`config.mk`:
```
export PLATFORM = sky130hd
export DESIGN_NAME = seq_mul_shift_add
export DESIGN_NICKNAME = d
export VERILOG_FILES = /design/src/rtl/seq_mul_shift_add.sv
export SDC_FILE = /design/constraint.sdc
export NUM_CORES = 1
export LEC_CHECK = 0
export BUFFER_PORTS_ARGS = -buffer_cell sky130_fd_sc_hd__buf_2
export CAP_MARGIN = 15
export CORE_ASPECT_RATIO = 1.1
export CORE_MARGIN = 5
export CORE_UTILIZATION = 60
export CTS_CLUSTER_SIZE = 8
export DETAILED_ROUTE_END_ITERATION = 10
export PLACE_DENSITY_LB_ADDON = 0.25
export SKIP_CTS_REPAIR_TIMING = 1
export SLEW_MARGIN = 30
export SYNTH_ARGS = -nofsm -noshare
export SYNTH_HDL_FRONTEND = slang
export SYNTH_SLANG_ARGS = --single-unit
```
`constraint.sdc`:
```
create_clock -name clk -period 5.6 [get_ports clk]
set_clock_uncertainty 0.15 [all_clocks]
set_input_delay 1.4 -clock clk [delete_from_list [all_inputs] [get_ports clk]]
set_output_delay 1.4 -clock clk [all_outputs]
set_load 0.02 [all_outputs]
```
`src/rtl/seq_mul_shift_add.sv`:
```
// Sequential shift-add multiplier with start/ready/done handshake.
// One multiplier bit is retired per cycle through a single WIDTH-bit adder;
// signed operation multiplies magnitudes and negates the 2*WIDTH-bit result.
module seq_mul_shift_add #(
  parameter  int WIDTH = 16,
  localparam int CNT_W = $clog2(WIDTH + 1)
) (
  input  logic               clk,
  input  logic               rst,
  input  logic               start,
  input  logic               signed_mode,
  input  logic [WIDTH-1:0]   multiplicand,
  input  logic [WIDTH-1:0]   multiplier,
  output logic               ready,
  output logic               busy,
  output logic               done,
  output logic [2*WIDTH-1:0] product
);

  typedef enum logic [1:0] {
    IDLE = 2'd0,
    RUN  = 2'd1,
    DONE = 2'd2
  } state_t;

  state_t             state_reg;
  state_t             state_next;
  logic [WIDTH-1:0]   m_reg;
  logic [WIDTH-1:0]   q_reg;
  logic [WIDTH-1:0]   a_reg;
  logic [CNT_W-1:0]   count_reg;
  logic               neg_reg;
  logic [2*WIDTH-1:0] product_reg;

  logic               accept;
  logic [CNT_W-1:0]   count_inc;
  logic               last_step;
  logic [WIDTH-1:0]   m_gated;
  logic [WIDTH:0]     sum;
  logic [2*WIDTH-1:0] prod_raw;
  logic [2*WIDTH-1:0] prod_final;
  logic [WIDTH-1:0]   m_mag;
  logic [WIDTH-1:0]   q_mag;
  logic               neg_in;

  assign accept = start & ready;

  // Operand magnitudes; -2^(W-1) maps to 2^(W-1), which still fits W bits unsigned.
  assign m_mag  = (signed_mode && multiplicand[WIDTH-1]) ? (~multiplicand + 1'b1) : multiplicand;
  assign q_mag  = (signed_mode && multiplier[WIDTH-1])   ? (~multiplier + 1'b1)   : multiplier;
  assign neg_in = signed_mode & (multiplicand[WIDTH-1] ^ multiplier[WIDTH-1]);

  // Partial product: multiplicand gated by the current low multiplier bit.
  generate
    for (genvar gi = 0; gi < WIDTH; gi++) begin : g_mask
      assign m_gated[gi] = m_reg[gi] & q_reg[0];
    end
  endgenerate

  // The adder carry becomes the accumulator MSB after the right shift.
  assign sum        = {1'b0, a_reg} + {1'b0, m_gated};
  assign prod_raw   = {sum, q_reg[WIDTH-1:1]};
  assign prod_final = neg_reg ? (~prod_raw + 1'b1) : prod_raw;
  assign count_inc  = count_reg + CNT_W'(1);
  // The step that brings the count to WIDTH is the last; its result is final.
  assign last_step  = (count_inc == CNT_W'(WIDTH));

  // State register.
  always_ff @(posedge clk) begin
    if (rst) state_reg <= IDLE;
    else     state_reg <= state_next;
  end

  // Next-state logic and handshake outputs decoded from state.
  always_comb begin
    state_next = state_reg;
    ready      = 1'b0;
    busy       = 1'b0;
    done       = 1'b0;
    case (state_reg)
      IDLE: begin
        ready = 1'b1;
        if (start) state_next = RUN;
      end
      RUN: begin
        busy = 1'b1;
        if (last_step) state_next = DONE;
      end
      DONE: begin
        ready      = 1'b1;
        done       = 1'b1;
        state_next = start ? RUN : IDLE;
      end
      default: state_next = IDLE;
    endcase
  end

  // Datapath: latch operands on accept, shift-add while running, capture result on last step.
  always_ff @(posedge clk) begin
    if (rst) begin
      m_reg       <= '0;
      q_reg       <= '0;
      a_reg       <= '0;
      count_reg   <= '0;
      neg_reg     <= 1'b0;
      product_reg <= '0;
    end else if (accept) begin
      m_reg     <= m_mag;
      q_reg     <= q_mag;
      a_reg     <= '0;
      count_reg <= '0;
      neg_reg   <= neg_in;
    end else if (state_reg == RUN) begin
      a_reg     <= sum[WIDTH:1];
      q_reg     <= {sum[0], q_reg[WIDTH-1:1]};
      count_reg <= count_inc;
      if (last_step) product_reg <= prod_final;
    end
  end

  assign product = product_reg;

endmodule

```
After elaboration in Yosys (flattened, before gate mapping):

Index checks and enable logic that the tools add are counted.

* $add $sub $neg: 5
* equality and inequality tests: 5
* mux-type cells: 12
* bitwise logic cells: 23
* reduce and logical (&&, ||, !) cells: 8

Operators by type and width (count)
* 16-bit two-way mux: 4
* 16-bit by 1-bit adder with 16-bit output, second input constant: 2
* 32-bit by 1-bit adder with 32-bit output, second input constant: 1
* 32-bit two-way mux: 1
* 16-bit inverter: 2
* 32-bit inverter: 1
* 1-bit AND: 18
* 16-bit by 16-bit adder with 17-bit output: 1
* 2-bit one-hot mux with 3 select lines: 1
* 5-bit by 1-bit adder with 5-bit output, second input constant: 1
* 5-bit equality test, second input constant: 1
* 1-bit two-way mux: 4
* 2-bit two-way mux: 2
* 2-bit != test, second input constant: 2
* 2-bit OR reduction: 2
* 3-bit AND reduction: 1
* 2-bit by 1-bit equality test with 1-bit output, second input constant: 1
* 2-bit equality test, second input constant: 1
* 1-bit logical AND: 2
* 2-bit zero test: 1
* 2-bit AND reduction: 1
* 2-bit nonzero test: 1
* 1-bit inverter: 1
* 1-bit bitwise XOR: 1

* register bits after elaboration: 88
* bits of input ports: 36
* output and inout bits: 35
* word-level logic and storage cells: 60

Longest topological paths before layout:

Gate-level depths: netlist of run 1.

* depth after elaboration: 6
* gate-level depth with buffers: 14
* gate-level depth less buffers: 13

Least setup slack after synthesis of run 1:

Ideal clock, no wire load.

* kind: register -> register
* start point: register q_reg[0]
* end point: register product_reg[29] (netlist: product[29])
* library setup time: 0.086 ns
* arrival time: 3.136 ns
* data required time: 5.364 ns
* slack: 2.229 ns
* stages on the path, launching flop included: 15
* path buffers: 1
* clock period less this slack: 3.371 ns
* path through: dfxtp_1 -> clkbuf_1 -> and2_1 -> ha_1 -> inv_1 -> fa_1 -> nor2b_1 -> o2111ai_1 -> nand2_1 -> xor2_1 -> or4_4 -> nor3_4 -> a41oi_1 -> xnor2_1 -> a211oi_1

* cells in the longest elaborated chain, start to end: 5
* elaborated cells between the ends (all ways): 19
* classes of those cells: add/sub (2); mux (1); bitwise (16)

Ends and longest elaborated chain
* start: declaration: RTL line 29 `logic [WIDTH-1:0] q_reg;`
* start signal: assignment: RTL line 109 `q_reg <= q_mag;`
* start signal: assignment: RTL line 115 `q_reg <= {sum[0], q_reg[WIDTH-1:1]};`
* 1-bit AND: RTL line 56 `assign m_gated[gi] = m_reg[gi] & q_reg[0];`
* 16-bit by 16-bit adder with 17-bit output (*): RTL line 61 `assign sum = {1'b0, a_reg} + {1'b0, m_gated};`
* 32-bit inverter: RTL line 63 `assign prod_final = neg_reg ? (~prod_raw + 1'b1) : prod_raw;`
* 32-bit by 1-bit adder with 32-bit output: RTL line 63
* 32-bit two-way mux (*): RTL line 63
* end signal: assignment: RTL line 117 `if (last_step) product_reg <= prod_final;`
* end: declaration: RTL line 33 `logic [2*WIDTH-1:0] product_reg;`

Mark *: on every way between the ends. The rest lies on a longest branch, timed or not.
A chain may end at the register's enable or synchronous reset.

Worst setup path after layout of run 1:

Same ends and word-level chain as after synthesis.

==> key figures, run 1 <==
STA
  • Final Slew Violations: 0
  • Endpoints failing setup: 0
  • Max Clk Rate: around 270 MHz
  • Measured slew at the worst slew-check pin: 0.9137 ns
  • Tmin final: 3.723 ns
  • Slew HR: 0.3900
  • Setup_tns: 0 ns
  • RSZ-0062 raised after global routing: no
  • Fin. Hold Viols: 0
  • WHS: 0.3003 ns
  • Share of the clock period used by the worst path: 0.6648

Global route
  • Antenna violations before repair: 0
  • Gr ovfl total: 0
  • Overall routing resource usage: 0.2314
  • First-pass GRT wire length: 21,270 um
  • Largest net degree at the start of global routing: 43
  • Number of global-route vias before repair: 4,622

Route
  • Metal2 WL: approximately 5600 um
  • 1st-pass router iterations: 5
  • Routed Antenna Nets: 0
  • Total number of vias: 5,095
  • # DRC: 0
  • Initial DRC Count: around 480
  • Met1 wire length: 6009 um
  • Metal3 WL: 816 um
  • Vias per cell: 5.924
  • DR WL/cell: 14.66 um
  • Top routing layer in use: met4
  • DRT Wirelength: about 13,000 um

Layout
  • Final core utilization: 0.6781
  • Synthesis-to-finish area growth: 10.07%
  • # nets final: 799
  • Share of layout cells above drive strength 1: 0.1528
  • Final Instance Area: 0.006017 mm^2
  • Diode count: 0
  • Filler instances: 741
  • Number of flip-flops in the largest register: 32

Floorplanning
  • Row cnt: 36
  • Ports: 71
  • Initial Util: 0.6160
  • Die X: 101.0 um
  • Die Span Y: 110.1 um
  • Die area: 0.01112 mm^2
  • Core area: 0.008874 mm^2

Setup path
  • CP endpoint kind: flop
  • R2R Setup Slk: 1.88 ns
  • Worst Reg-to-Reg Cells: 13
  • Worst Setup Start Kind: flop
  • Worst EP arrival: between 3 and 4 ns
  • Setup CP Type: flop to flop
  • Worst Path Required: 5.73 ns
  • Critical path peak fanout: 17

Power
  • Leak Pwr: approximately 0.0025 uW
  • Clk pwr share: 0.306
  • Sequential power share: 0.509
  • Switching power share of the total: 0.3118
  • VDD IR max: 0.1266 mV
  • PD cells: 222.1 mW/mm^2
  • Comb power frac: 0.185
  • Pwr Total: 1337 uW
  • Switching power: 416.7 uW
  • Cell Int Power: 919.9 uW

Logic synthesis
  • EDFF count, synth: 0
  • Synth Area per Inst: 7.877 um^2
  • Count leader, synth: nand2_1
  • Post-Syn Area: 0.005466 mm^2
  • Syn_nets: 752
  • Async SR Flop Fraction: 0
  • Synth top area share: 0.3223
  • Top post-synthesis cells by count: nand2_1 (99), dfxtp_1 (88), nor2_1 (88)
  • Distinct cells, synth: 61
  • Seq/Total Area, Yosys: 0.3223
  • Synthesized instance count: 694
  • Post-synthesis sequential element count: a little under 90
  • Primary FF master, synth: dfxtp_1
  • Synth area leaders: dfxtp_1 (32%), nand2_1 (6.8%), xor2_1 (6.7%), nor2_1 (6.0%), a211oi_1 (5.2%)
  • Cell taking the most area after synthesis: dfxtp_1
  • Yosys warnings: 0

Place
  • Final GP Congestion: 0.8984
  • Area after DPL: around 0.0058 mm^2
  • Hpwl dp: 9588 um
  • # port buffers: 70

Clock network
  • CTS tree: yes
  • Num CTS Buffers: 9
  • Clk_lat worst skew: around 0.36 ns
  • H-Tree Depth: 3
  • CTS Sinks: 88
  • Clk root buf: clkbuf_8
  • CTS Buffer Depth: 2
  • Clock slew at reported path FFs: approximately 0.09 ns

Outcome
  • Status: finished, final reports clean

Flow run
  • Total of max-cap violations: 0

Worst hold path
  • Worst min-delay path class: flop to flop
  • WHS Path Cells: 2
[cell usage in the layout, fill, tap and decap left out, types with 13 or more instances in the layout]
cell / count
nand2_1: 98
dfxtp_1: 88
nor2_1: 87
buf_2: 70
a21oi_1: 45
xor2_1: 42
a211oi_1: 38
o21ai_0: 27
xnor2_1: 22
ha_1: 21
a311oi_1: 20
and2_1: 18
inv_1: 16
o31ai_1: 13
[final timing paths]
kind | start | endpoint
min reg2reg | m_reg[8] | m_reg[8]
max reg2reg | q_reg[0] | product[29]
max | q_reg[0] | product[29]
min | m_reg[8] | m_reg[8]
[per-stage QoR]
step           worst slack, ns  instances
2_1_floorplan            2.229        694
3_3_place_gp             2.072        844
3_5_place_dp             1.915        844
4_1_cts                  1.878        860
5_1_grt                  1.535        860
6_report                 1.877        860
[critical path: stages (launching register included)]
cell and delay (ns):
dfxtp_1 0.54, and2_1 0.19, ha_1 0.16, inv_1 0.05
fa_1 0.40, nor2b_1 0.22, o2111ai_1 0.20, nand2_1 0.20
xor2_1 0.15, or4_4 0.59, nor3_4 0.23, a41oi_1 0.18
xnor2_1 0.16, a211oi_1 0.23
[layer usage]
metal  global-route usage  up-vias
met4              0.07217        0
li1                     -     2579
met5                    0        -
met1               0.3293     2327
met2               0.3631      171
met3              0.03335       18
[power groups by stage]
stage / Clock [uW] / Sequential, uW / Combinational, uW
floorplan: 0 / 682 / 189
global placement: 0 / 693 / 238
finish: 409 / 680 / 247
global route: 444 / 685 / 277
CTS: 416 / 679 / 247
detailed placement: 0 / 694 / 246
[area by class of cell]
cell class | count | area (um^2) | share of cell area
Inverter | 17 | 63.81 | 0.01061
Multi-Input combinational cell | 550 | 3482 | 0.5787
Tap cell | 114 | 142.6 | 0.02371
Clock buffer | 10 | 137.6 | 0.02287
Sequential cell | 88 | 1762 | 0.2928
Timing Repair Buffer | 75 | 387.9 | 0.06446
Clock inverter | 6 | 41.29 | 0.006862
[logic make-up (layout without fill, tap and decap cells)]
| kind of cell | count (synthesis) | in the layout | share of synthesized area |
|---|---|---|---|
| AO/OA/AOI/OAI | 189 | 189 | 0.2433 |
| XOR/XNOR | 64 | 64 | 0.1025 |
| adder cells (fa/ha/maj) | 22 | 22 | 0.05173 |
| buffers and inverters | 56 | 108 | 0.04303 |
| flip-flops | 88 | 88 | 0.3223 |
| multiplexers | 5 | 5 | 0.009156 |
| AND/OR/NAND/NOR | 270 | 270 | 0.2280 |
Note: power is estimated with default switching activity, not from simulation.
==> run 2, diff against run 1 <==
--- a/config.mk
+++ b/config.mk
@@ -9,7 +9,7 @@
 export CAP_MARGIN = 15
 export CORE_ASPECT_RATIO = 1.1
 export CORE_MARGIN = 5
-export CORE_UTILIZATION = 60
+export CORE_UTILIZATION = 53
 export CTS_CLUSTER_SIZE = 8
 export DETAILED_ROUTE_END_ITERATION = 10
 export PLACE_DENSITY_LB_ADDON = 0.25
==> constraint.sdc (replaced) <==
create_clock -name clk -period 3.4 [get_ports clk]
set_clock_uncertainty 0.15 [all_clocks]
set_input_delay 0.85 -clock clk [delete_from_list [all_inputs] [get_ports clk]]
set_output_delay 0.85 -clock clk [all_outputs]
set_load 0.02 [all_outputs]
==> run 2 against run 1 <==
Cell area up 4.2%. Setup slack worse by 1.7 ns. Clock power up 86%. First-iteration DRC count down 25%. Critical path depth unchanged. Combinational power up 79%. Cell count up 2.9%. Global-route usage down 0.68 points. Routed wire length up 9.6%. Non-clock buffer count up 19. Register-to-register slack worse by 1.7 ns. Critical path type unchanged.
==> key figures, run 2 (synthesized netlist as in run 1, its figures left out) <==
Global route
  • Gr ovfl total: 0 (unchanged)
  • Largest net degree at the start of global routing: 42 (-2.3%)
  • Overall routing resource usage: 0.2247 (-0.006753)
  • First-pass GRT wire length: 22,860 um (+7.5%)
  • Number of global-route vias before repair: 4,797 (+3.8%)
  • Antenna violations before repair: 0 (unchanged)

Floorplanning
  • Die area: 0.01245 mm^2 (+12%)
  • Die X: 106.8 um (+5.8%)
  • Initial Util: 0.5475 (-0.06855)
  • Ports: 71 (unchanged)
  • Die Span Y: 116.5 um (+5.8%)
  • Core area: 0.009985 mm^2 (+13%)
  • Row cnt: 38 (+5.6%)

Clock network
  • Num CTS Buffers: 9 (unchanged)
  • CTS tree: yes
  • Clk root buf: clkbuf_8
  • H-Tree Depth: 3 (unchanged)
  • Clock slew at reported path FFs: 0.10 ns (about the same)
  • CTS Sinks: 88 (unchanged)
  • Clk_lat worst skew: 0.37 ns (about the same)
  • CTS Buffer Depth: 2 (unchanged)

Flow run
  • Total of max-cap violations: 0 (unchanged)

Setup path
  • Worst Path Required: 3.55 ns (-2.18 ns)
  • Crit path max-delay cell type: or4_4
  • R2r startpoint: q_reg[0]
  • R2R Setup Slk: 0.13 ns (-1.74 ns)
  • Critical path peak fanout: 14 (-3)
  • Worst Setup Start Kind: flop
  • CP endpoint kind: flop
  • FF-to-FF End: product[29]
  • CP bufs+invs: 2 (+1)
  • Worst path max stage delay: 0.58 ns (about the same)
  • CP startpoint: q_reg[0]
  • Worst path depth: 13 (unchanged)
  • Critical Path End: product[29]
  • Setup CP Type: flop to flop
  • CP cell instances: buf_4, and2_1, ha_1, nor2b_4, buf_4, o21a_1, nor2_1, xnor2_1, or4_4, nor3_4, a41oi_2, xnor2_1, a211oi_1
  • Worst EP arrival: 3.41 ns (-0.44 ns)
  • Top delay family on crit path: simple AND/OR/NAND/NOR gates
  • Worst Reg-to-Reg Cells: 13 (unchanged)

Power
  • Pwr Total: 2321 uW (+74%)
  • PD cells: 370.4 mW/mm^2 (+67%)
  • VDD IR max: 0.2095 mV (+65%)
  • Leak Pwr: 0.002560 uW (+4.4%)

STA
  • Measured slew at the worst slew-check pin: 0.9072 ns (-0.006519 ns)
  • Endpoints failing setup: 0 (unchanged)
  • Slew HR: 0.3937 (+0.003715)
  • Share of the clock period used by the worst path: 0.9611 (+0.2962)
  • Setup_tns: 0 ns (unchanged)
  • Fin. Hold Viols: 0 (unchanged)
  • Max Clk Rate: 306.0 MHz (+14%)
  • RSZ-0062 raised after global routing: yes
  • Tmin final: 3.268 ns (-0.4554 ns)
  • Final Slew Violations: 0 (unchanged)

Layout
  • Area of the multi-input gates: 0.003542 mm^2 (+1.7%)
  • Final cell count without fillers: 885 (+2.9%)
  • Commonest cells after routing, fill and taps aside: nand2_1 (99), dfxtp_1 (87), nor2_1 (86)
  • Commonest non-fill, non-tap cell in the layout: nand2_1
  • Diode count: 0 (unchanged)
  • Filler instances: 881 (+19%)
  • Number of flip-flops in the largest register: 32 (unchanged)
  • Share of layout cells above drive strength 1: 0.1869 (+0.03411)
  • # nets final: 818 (+2.4%)
  • Final Instance Area: 0.006267 mm^2 (+4.2%)
  • Seq. cell area: 0.001763 mm^2 (about the same)
  • Synthesis-to-finish area growth: 14.65%

Place
  • Inst Count DP: 866 (+2.6%)
  • Final GP Congestion: 0.8912 (-0.80%)
  • Hpwl dp: 10,480 um (+9.3%)
  • # port buffers: 70 (unchanged)
  • Area after DPL: 0.005976 mm^2 (+2.4%)

Route
  • DRT Wirelength: 13,820 um (+9.6%)
  • DR WL/cell: 15.62 um (+6.5%)
  • Vias per cell: 5.907 (-0.29%)
  • Routed Antenna Nets: 0 (unchanged)
  • Initial DRC Count: 359 (-25%)
  • # DRC: 0 (unchanged)
  • Total number of vias: 5,228 (+2.6%)
  • 1st-pass router iterations: 5 (unchanged)

Worst hold path
  • Worst min-delay path class: flop to flop

Outcome
  • Status: finished, final reports clean
-- run 2: changes by cell type in the layout (fill, tap and decap cells not counted), sizes merged --
cell      before  now
buf           75   94
bufinv         0    1
clkinv         5    4
clkinvlp       0    1
inv           18   17
-- run 2: worst min path at each step --
stage | startpoint | endpoint | slack, ns | depth (start not counted)
5_1_grt | a_reg[11] | a_reg[11] | 0.34 | 2
3_3_place_gp | product[21] | product[21] | 0.29 | 2
6_report | m_reg[0] | m_reg[0] | 0.31 | 2
4_1_cts | m_reg[0] | m_reg[0] | 0.31 | 2
3_5_place_dp | m_reg[0] | m_reg[0] | 0.30 | 2
2_1_floorplan | m_reg[10] | m_reg[10] | 0.28 | 2
-- run 2: report_power, final --
part / leakage (uW) / internal (uW) / switching [uW]
Sequential: 0.000717 / 1070 / 46.2
Clock: 0.000104 / 364 / 398
Combinational: 0.00174 / 173 / 269
Total: 0.00256 / 1610 / 713
-- run 2: worst reg2reg max path, stage by stage, from the launching register on --
cell and delay [ns]:
dfxtp_2 0.34, buf_4 0.16, and2_1 0.14, ha_1 0.33, nor2b_4 0.16, buf_4 0.13
o21a_1 0.17, nor2_1 0.12, xnor2_1 0.10, or4_4 0.58, nor3_4 0.29, a41oi_2 0.16
xnor2_1 0.15, a211oi_1 0.22
-- run 2: final cells by class --
type,instances,area share
Inverter,17,0.01018
Timing Repair Buffer,94,0.08664
Clock inverter,6,0.01078
Multi-Input combinational cell,550,0.5652
Clock buffer,10,0.02196
Tap cell,120,0.02396
Sequential cell,88,0.2813
-- run 2: metrics by stage --
stage	setup slack (ns)	utilization	hold slack, ns
global route	-0.04007	0.6277	0.3360
finish	0.1324	0.6277	0.3099
global placement	0.08723	0.5985	0.2884
floorplan	0.02883	-	0.2773
detailed placement	0.03557	0.5985	0.2980
CTS	0.007906	0.6190	0.3105
-- run 2: routing by layer --
layer / share of wire / global-route usage / vias to the layer above
met5: 0 / 0 / -
met4: 0.018 / 0.07587 / 0
met3: 0.054 / 0.03759 / 21
met2: 0.45 / 0.3476 / 169
met1: 0.48 / 0.3194 / 2431
li1: - / - / 2607
